File: src/rtl/pcpu_seq_ctrl.sv
// Multi-cycle IF/ID/EX/MEM/WB control sequencer for the 16-bit PCPU datapath.
// Optional single-step mode is enabled by defining PCPU_SEQ_SINGLE_STEP_EN.
module pcpu_seq_ctrl #(
    parameter logic [7:0] RESET_PC   = 8'h00,
    parameter int         DM_TIMEOUT = 16
) (
    input  logic        clock,
    input  logic        reset,
    input  logic        enable,
    input  logic        start,
`ifdef PCPU_SEQ_SINGLE_STEP_EN
    input  logic        step,
`endif
    input  logic [15:0] instr,
    input  logic        zf,
    input  logic        nf,
    input  logic        cf,
    input  logic        dm_ack,
    output logic [7:0]  pc,
    output logic [15:0] ir,
    output logic [2:0]  state,
    output logic        alu_en,
    output logic        flag_we,
    output logic        reg_we,
    output logic        dm_req,
    output logic        dm_we,
    output logic        branch_taken,
    output logic        halted,
    output logic [1:0]  fault
);

    localparam logic [4:0] OP_NOP   = 5'b00000;
    localparam logic [4:0] OP_HALT  = 5'b00001;
    localparam logic [4:0] OP_LOAD  = 5'b00010;
    localparam logic [4:0] OP_STORE = 5'b00011;
    localparam logic [4:0] OP_SLL   = 5'b00100;
    localparam logic [4:0] OP_SLA   = 5'b00101;
    localparam logic [4:0] OP_SRL   = 5'b00110;
    localparam logic [4:0] OP_SRA   = 5'b00111;
    localparam logic [4:0] OP_ADD   = 5'b01000;
    localparam logic [4:0] OP_ADDI  = 5'b01001;
    localparam logic [4:0] OP_SUB   = 5'b01010;
    localparam logic [4:0] OP_SUBI  = 5'b01011;
    localparam logic [4:0] OP_CMP   = 5'b01100;
    localparam logic [4:0] OP_AND   = 5'b01101;
    localparam logic [4:0] OP_OR    = 5'b01110;
    localparam logic [4:0] OP_XOR   = 5'b01111;
    localparam logic [4:0] OP_LDIH  = 5'b10000;
    localparam logic [4:0] OP_ADDC  = 5'b10001;
    localparam logic [4:0] OP_SUBC  = 5'b10010;
    localparam logic [4:0] OP_JUMP  = 5'b11000;
    localparam logic [4:0] OP_BZ    = 5'b11010;
    localparam logic [4:0] OP_BNZ   = 5'b11011;
    localparam logic [4:0] OP_BN    = 5'b11100;
    localparam logic [4:0] OP_BNN   = 5'b11101;
    localparam logic [4:0] OP_BC    = 5'b11110;
    localparam logic [4:0] OP_BNC   = 5'b11111;

    localparam int CNT_W = (DM_TIMEOUT > 1) ? $clog2(DM_TIMEOUT) : 1;

    typedef enum logic [2:0] {
        S_IDLE   = 3'd0,
        S_IF     = 3'd1,
        S_ID     = 3'd2,
        S_EX     = 3'd3,
        S_MEM    = 3'd4,
        S_WB     = 3'd5,
        S_HALTED = 3'd6
`ifdef PCPU_SEQ_SINGLE_STEP_EN
        , S_STEP = 3'd7
`endif
    } state_t;

    // Where an instruction goes once its last active stage completes.
`ifdef PCPU_SEQ_SINGLE_STEP_EN
    localparam state_t DONE_STATE = S_STEP;
`else
    localparam state_t DONE_STATE = S_IF;
`endif

    state_t           state_q;
    logic [7:0]       pc_q;
    logic [15:0]      ir_q;
    logic [1:0]       fault_q;
    logic [CNT_W-1:0] tmoCnt_q;

    logic [4:0] opcode;
    logic       isLegal, isHalt, isLoad, isStore, isRegWr, isFlagWr, isBranch, condMet;
    logic       takeBranch;

    assign opcode = ir_q[15:11];

    always_comb begin
        isLegal  = 1'b1;
        isHalt   = 1'b0;
        isLoad   = 1'b0;
        isStore  = 1'b0;
        isRegWr  = 1'b0;
        isFlagWr = 1'b0;
        isBranch = 1'b0;
        condMet  = 1'b0;
        case (opcode)
            OP_NOP:   ;
            OP_HALT:  isHalt = 1'b1;
            OP_LOAD:  isLoad = 1'b1;
            OP_STORE: isStore = 1'b1;
            OP_LDIH:  isRegWr = 1'b1;
            OP_SLL, OP_SLA, OP_SRL, OP_SRA,
            OP_ADD, OP_ADDI, OP_ADDC, OP_SUB, OP_SUBI, OP_SUBC,
            OP_AND, OP_OR, OP_XOR: begin
                isRegWr  = 1'b1;
                isFlagWr = 1'b1;
            end
            OP_CMP:   isFlagWr = 1'b1;
            OP_JUMP:  begin isBranch = 1'b1; condMet = 1'b1; end
            OP_BZ:    begin isBranch = 1'b1; condMet = zf;   end
            OP_BNZ:   begin isBranch = 1'b1; condMet = !zf;  end
            OP_BN:    begin isBranch = 1'b1; condMet = nf;   end
            OP_BNN:   begin isBranch = 1'b1; condMet = !nf;  end
            OP_BC:    begin isBranch = 1'b1; condMet = cf;   end
            OP_BNC:   begin isBranch = 1'b1; condMet = !cf;  end
            default:  isLegal = 1'b0;
        endcase
    end

    assign takeBranch = isBranch && condMet;

    always_ff @(posedge clock or negedge reset) begin
        if (!reset) begin
            state_q  <= S_IDLE;
            pc_q     <= RESET_PC;
            ir_q     <= 16'h0000;
            fault_q  <= 2'b00;
            tmoCnt_q <= '0;
        end else if (enable) begin
            case (state_q)
                S_IDLE, S_HALTED: begin
                    if (start) begin
                        pc_q    <= RESET_PC;
                        fault_q <= 2'b00;
                        state_q <= S_IF;
                    end
                end
                S_IF: begin
                    ir_q    <= instr;
                    pc_q    <= pc_q + 8'd1;
                    state_q <= S_ID;
                end
                S_ID: begin
                    if (!isLegal) begin
                        fault_q <= 2'b01;
                        state_q <= S_HALTED;
                    end else if (isHalt) begin
                        state_q <= S_HALTED;
                    end else begin
                        state_q <= S_EX;
                    end
                end
                S_EX: begin
                    if (takeBranch) pc_q <= ir_q[7:0];
                    if (isLoad || isStore) begin
                        tmoCnt_q <= '0;
                        state_q  <= S_MEM;
                    end else if (isRegWr) begin
                        state_q <= S_WB;
                    end else begin
                        state_q <= DONE_STATE;
                    end
                end
                // An ack on the final allowed cycle still completes the access.
                S_MEM: begin
                    if (dm_ack) begin
                        state_q <= isLoad ? S_WB : DONE_STATE;
                    end else if (tmoCnt_q == CNT_W'(DM_TIMEOUT - 1)) begin
                        fault_q <= 2'b10;
                        state_q <= S_HALTED;
                    end else begin
                        tmoCnt_q <= tmoCnt_q + 1'b1;
                    end
                end
                S_WB: state_q <= DONE_STATE;
`ifdef PCPU_SEQ_SINGLE_STEP_EN
                S_STEP: if (step) state_q <= S_IF;
`endif
                default: state_q <= S_IDLE;
            endcase
        end
    end

    // Strobes are qualified by enable so a frozen sequencer drives nothing.
    assign alu_en       = enable && (state_q == S_EX);
    assign flag_we      = enable && (state_q == S_EX) && isFlagWr;
    assign branch_taken = enable && (state_q == S_EX) && takeBranch;
    assign reg_we       = enable && (state_q == S_WB);
    assign dm_req       = enable && (state_q == S_MEM);
    assign dm_we        = dm_req && isStore;
    assign halted       = (state_q == S_HALTED);

    assign pc    = pc_q;
    assign ir    = ir_q;
    assign state = state_q;
    assign fault = fault_q;

endmodule

File: config.mk
export PLATFORM = sky130hd
export DESIGN_NAME = pcpu_seq_ctrl
export DESIGN_NICKNAME = d
export VERILOG_FILES = /design/src/rtl/pcpu_seq_ctrl.sv
export SDC_FILE = /design/constraint.sdc
export NUM_CORES = 1
export LEC_CHECK = 0
export BUFFER_PORTS_ARGS = -buffer_cell sky130_fd_sc_hd__clkbuf_2
export CAP_MARGIN = 20
export CORE_MARGIN = 2
export CORE_UTILIZATION = 50
export CTS_CLUSTER_DIAMETER = 150
export DETAILED_ROUTE_END_ITERATION = 10
export HOLD_SLACK_MARGIN = 0.1
export PLACE_DENSITY_LB_ADDON = 0.05
export SYNTH_ARGS = -nofsm -noshare
export SYNTH_HDL_FRONTEND = slang
export SYNTH_SLANG_ARGS = --single-unit
File: constraint.sdc
create_clock -name clock -period 3.2 [get_ports clock]
set_input_delay 0.64 -clock clock [delete_from_list [all_inputs] [get_ports clock]]
set_output_delay 0.64 -clock clock [all_outputs]
set_load 0.03 [all_outputs]
==> results.sh <==
export IMPL_finClkSkew_ps=6.37
export IMPL_cp_data_required_time_ps=2560
export IMPL_synth_area_um2=2020
export IMPL_finalMaxSlewViolations=0
export IMPL_period_share_pct=84.8
export IMPL_grt_overflow=0
export IMPL_area_growth_syn_to_layout_pct=22.5
export IMPL_cts_sinks=33
export IMPL_die_area_um2=4560
export IMPL_worst_r2r_cell_count=4
export IMPL_crit_fanout=17
export IMPL_path_buf_inv=2
export IMPL_r2r_start="state[1]"
export IMPL_initial_utilization_pct=51.2
export IMPL_max_clock_path_buffers=2
export IMPL_mostFrequentLayoutCells="clkbuf_2 (59), dfrtp_1 (33), nand2_1 (23), o21ai_0 (20), mux2_2 (14)"
export IMPL_core_rowCount=23
export IMPL_crit_type="register to output port"
export IMPL_cts_repair_resized=0
export IMPL_wl_per_cell_um=14.9
export IMPL_relSlewSlack_pct=44.2
export IMPL_drc=0
export IMPL_cts_tree="built"
export IMPL_status="finished clean"
export IMPL_nets=304
export IMPL_synth_warnings=0
export IMPL_drv_cap=0
export IMPL_cpPeakStageDelay_ps=680
export IMPL_first_pass_iters=4
export IMPL_routed_via_density=5.64
export IMPL_antenna_left=0
export IMPL_setup_tns_ps=0
export IMPL_period_needed_ps=2710
export IMPL_multi_input_area_um2=1110
export IMPL_synth_largest_area_cell="dfrtp_1"
export IMPL_grt_pass1_wl_mm=8.01
export IMPL_p_per_area_nw_per_um2=1120
export IMPL_r2r_setup_slack_ps=980
export IMPL_cts_hold_buffers_added=0
export IMPL_io_pins=60
export IMPL_arrival_ps=2070
export IMPL_cts_root_buf="clkbuf_8"
export IMPL_diodes=0
export IMPL_design_core_area_um2=3940
export IMPL_worst_pin_slew_ps=837
export IMPL_max_freq_ghz=0.369
export IMPL_fp_dieW_um=67.6
export IMPL_crit_path_end_kind="output port"
export IMPL_die_y_um=67.6
export IMPL_io_buffer_count=59
export IMPL_synth_enable_flop_cells=0
export IMPL_cts_made_buffers=5
export IMPL_final_util_pct=62.7
export IMPL_num_vias=1855
export IMPL_drive_above_1_share_pct=33.3
export IMPL_drt_initial_drc_count=137
export IMPL_synthTopCellsByArea="dfrtp_1 (41%), mux2_2 (7.8%), o21ai_0 (5.0%), nand2_1 (4.3%), mux2i_1 (2.5%)"
export IMPL_clkTransAtPathRegs_ps=70
export IMPL_grt_usage_pct=23.6
export IMPL_synth_top_cell_area_share_pct=40.9
export IMPL_ys_flop_type="dfrtp_1"
export IMPL_path_delay_family="flip-flops"
export IMPL_synth_nets=247
export IMPL_grt_pass1_vias=1637
export IMPL_antenna_found_initial=0
export IMPL_post_cts_buffers=0
export IMPL_n_fill_cell=368
export IMPL_insertion_delay_ps=300
export IMPL_wl_mm=4.90
export IMPL_dpl_hpwl_mm=3.46
export IMPL_peakVddDrop_mv=0.610
export IMPL_setup_viol=0
export IMPL_r2r_end="ir[6]"
export IMPL_path_cells="inv_1 -> nor3_1 -> nor2b_1 -> clkbuf_2"
export IMPL_crit_slowest_cell="dfrtp_1"
export IMPL_startpoint_type="register"
export IMPL_grt_max_degree=34
export IMPL_synthCells=221
export IMPL_synth_distinct_cells=50
export IMPL_hold_path_class="input pin to asynchronous set/reset pin"
export IMPL_yosysSeqAreaShare_pct=40.9
export IMPL_cts_max_level=2
export IMPL_layout_commonest_cell="clkbuf_2"
export IMPL_avgSynthCellArea_um2=9.14
export IMPL_place_congestion=0.788
export IMPL_async_flop_share_pct=100
export IMPL_seq_area_um2=826
export IMPL_hold_violations=0
export IMPL_leakagePower_nw=1.13
export IMPL_synth_seq_cells=33
export IMPL_rsz0062_at_grt="no"
## metal layers
layer / up-vias / track usage [%] / part of all wire [%]
met5: - / 0 / 0
met4: 0 / 6.63 / 1.1
met3: 5 / 6.17 / 5.6
met2: 61 / 33.0 / 43
met1: 857 / 35.8 / 50
li1: 932 / - / -
## report_power, final
part | internal (W) | switching [W]
Clock | 0.000309 | 0.000168
Sequential | 0.000601 | 0.000309
Combinational | 0.000516 | 0.000872
## cells by family after synthesis
kind of cell	after synthesis	share of synthesized area, %
multiplexers	19	10.3
flip-flops	33	40.9
buffers and inverters	18	3.90
adder cells (fa/ha/maj)	2	1.24
AND/OR/NAND/NOR	88	23.5
XOR/XNOR	2	0.868
AO/OA/AOI/OAI	59	19.3
## metrics by stage
step / std cells / power [W] / setup slack (ps) / cell area (um2) / hold slack, ps
6_report: 329 / 0.00278 / 487 / 2470 / 430
5_1_grt: 329 / 0.00298 / 390 / 2470 / 505
4_1_cts: 329 / 0.00278 / 505 / 2470 / 466
3_5_place_dp: 321 / 0.00229 / 837 / 2340 / 496
3_3_place_gp: 321 / 0.00229 / 930 / 2340 / 490
2_1_floorplan: 221 / 0.00192 / 304 / 2020 / 344
## synthesized netlist by cell type (2+ instances only)
library cell	number
dfrtp_1	33
nand2_1	23
o21ai_0	20
mux2_2	14
nor2_1	13
a21oi_1	9
nand3_1	9
nor3_1	8
clkbuf_1	7
inv_1	7
nor2b_1	7
o31ai_1	6
mux2i_1	5
and2_1	4
o211ai_1	4
a211oi_1	3
buf_2	3
nand2b_1	3
nand4_1	3
nor4_1	3
a211o_1	2
a221oi_1	2
a31oi_1	2
ha_1	2
o21a_1	2
or2_2	2
xnor2_1	2
## flip-flops by register name (all words and copies together), names as in the netlist
name and cells:
fault 2, ir 16, pc 8, state 3, tmoCnt_q 4
## area by class of cell
type / count / share of cell area (%)
Multi-Input combinational cell: 170 / 45.1
Clock inverter: 3 / 2.63
Clock buffer: 5 / 2.78
Sequential cell: 33 / 33.4
Inverter: 7 / 1.06
Timing Repair Buffer: 61 / 12.5
Tap cell: 50 / 2.53
## worst max path at each step
| stage | from | endpoint | slack, ps | cells after the start |
|---|---|---|---|---|
| 6_report | state[1] | branch_taken | 490 | 4 |
| 5_1_grt | state[1] | branch_taken | 390 | 4 |
| 4_1_cts | state[1] | branch_taken | 500 | 4 |
| 3_5_place_dp | state[1] | branch_taken | 840 | 4 |
| 3_3_place_gp | state[1] | branch_taken | 930 | 4 |
| 2_1_floorplan | state[1] | branch_taken | 300 | 4 |
## worst register-to-register path, cell delays in order, from the launching register on
cell and delay, ps:
dfrtp_1 580, inv_1 290, nand2_1 190, nor2_2 620, mux2_2 420
No activity file was read; power rests on OpenSTA's default activity.
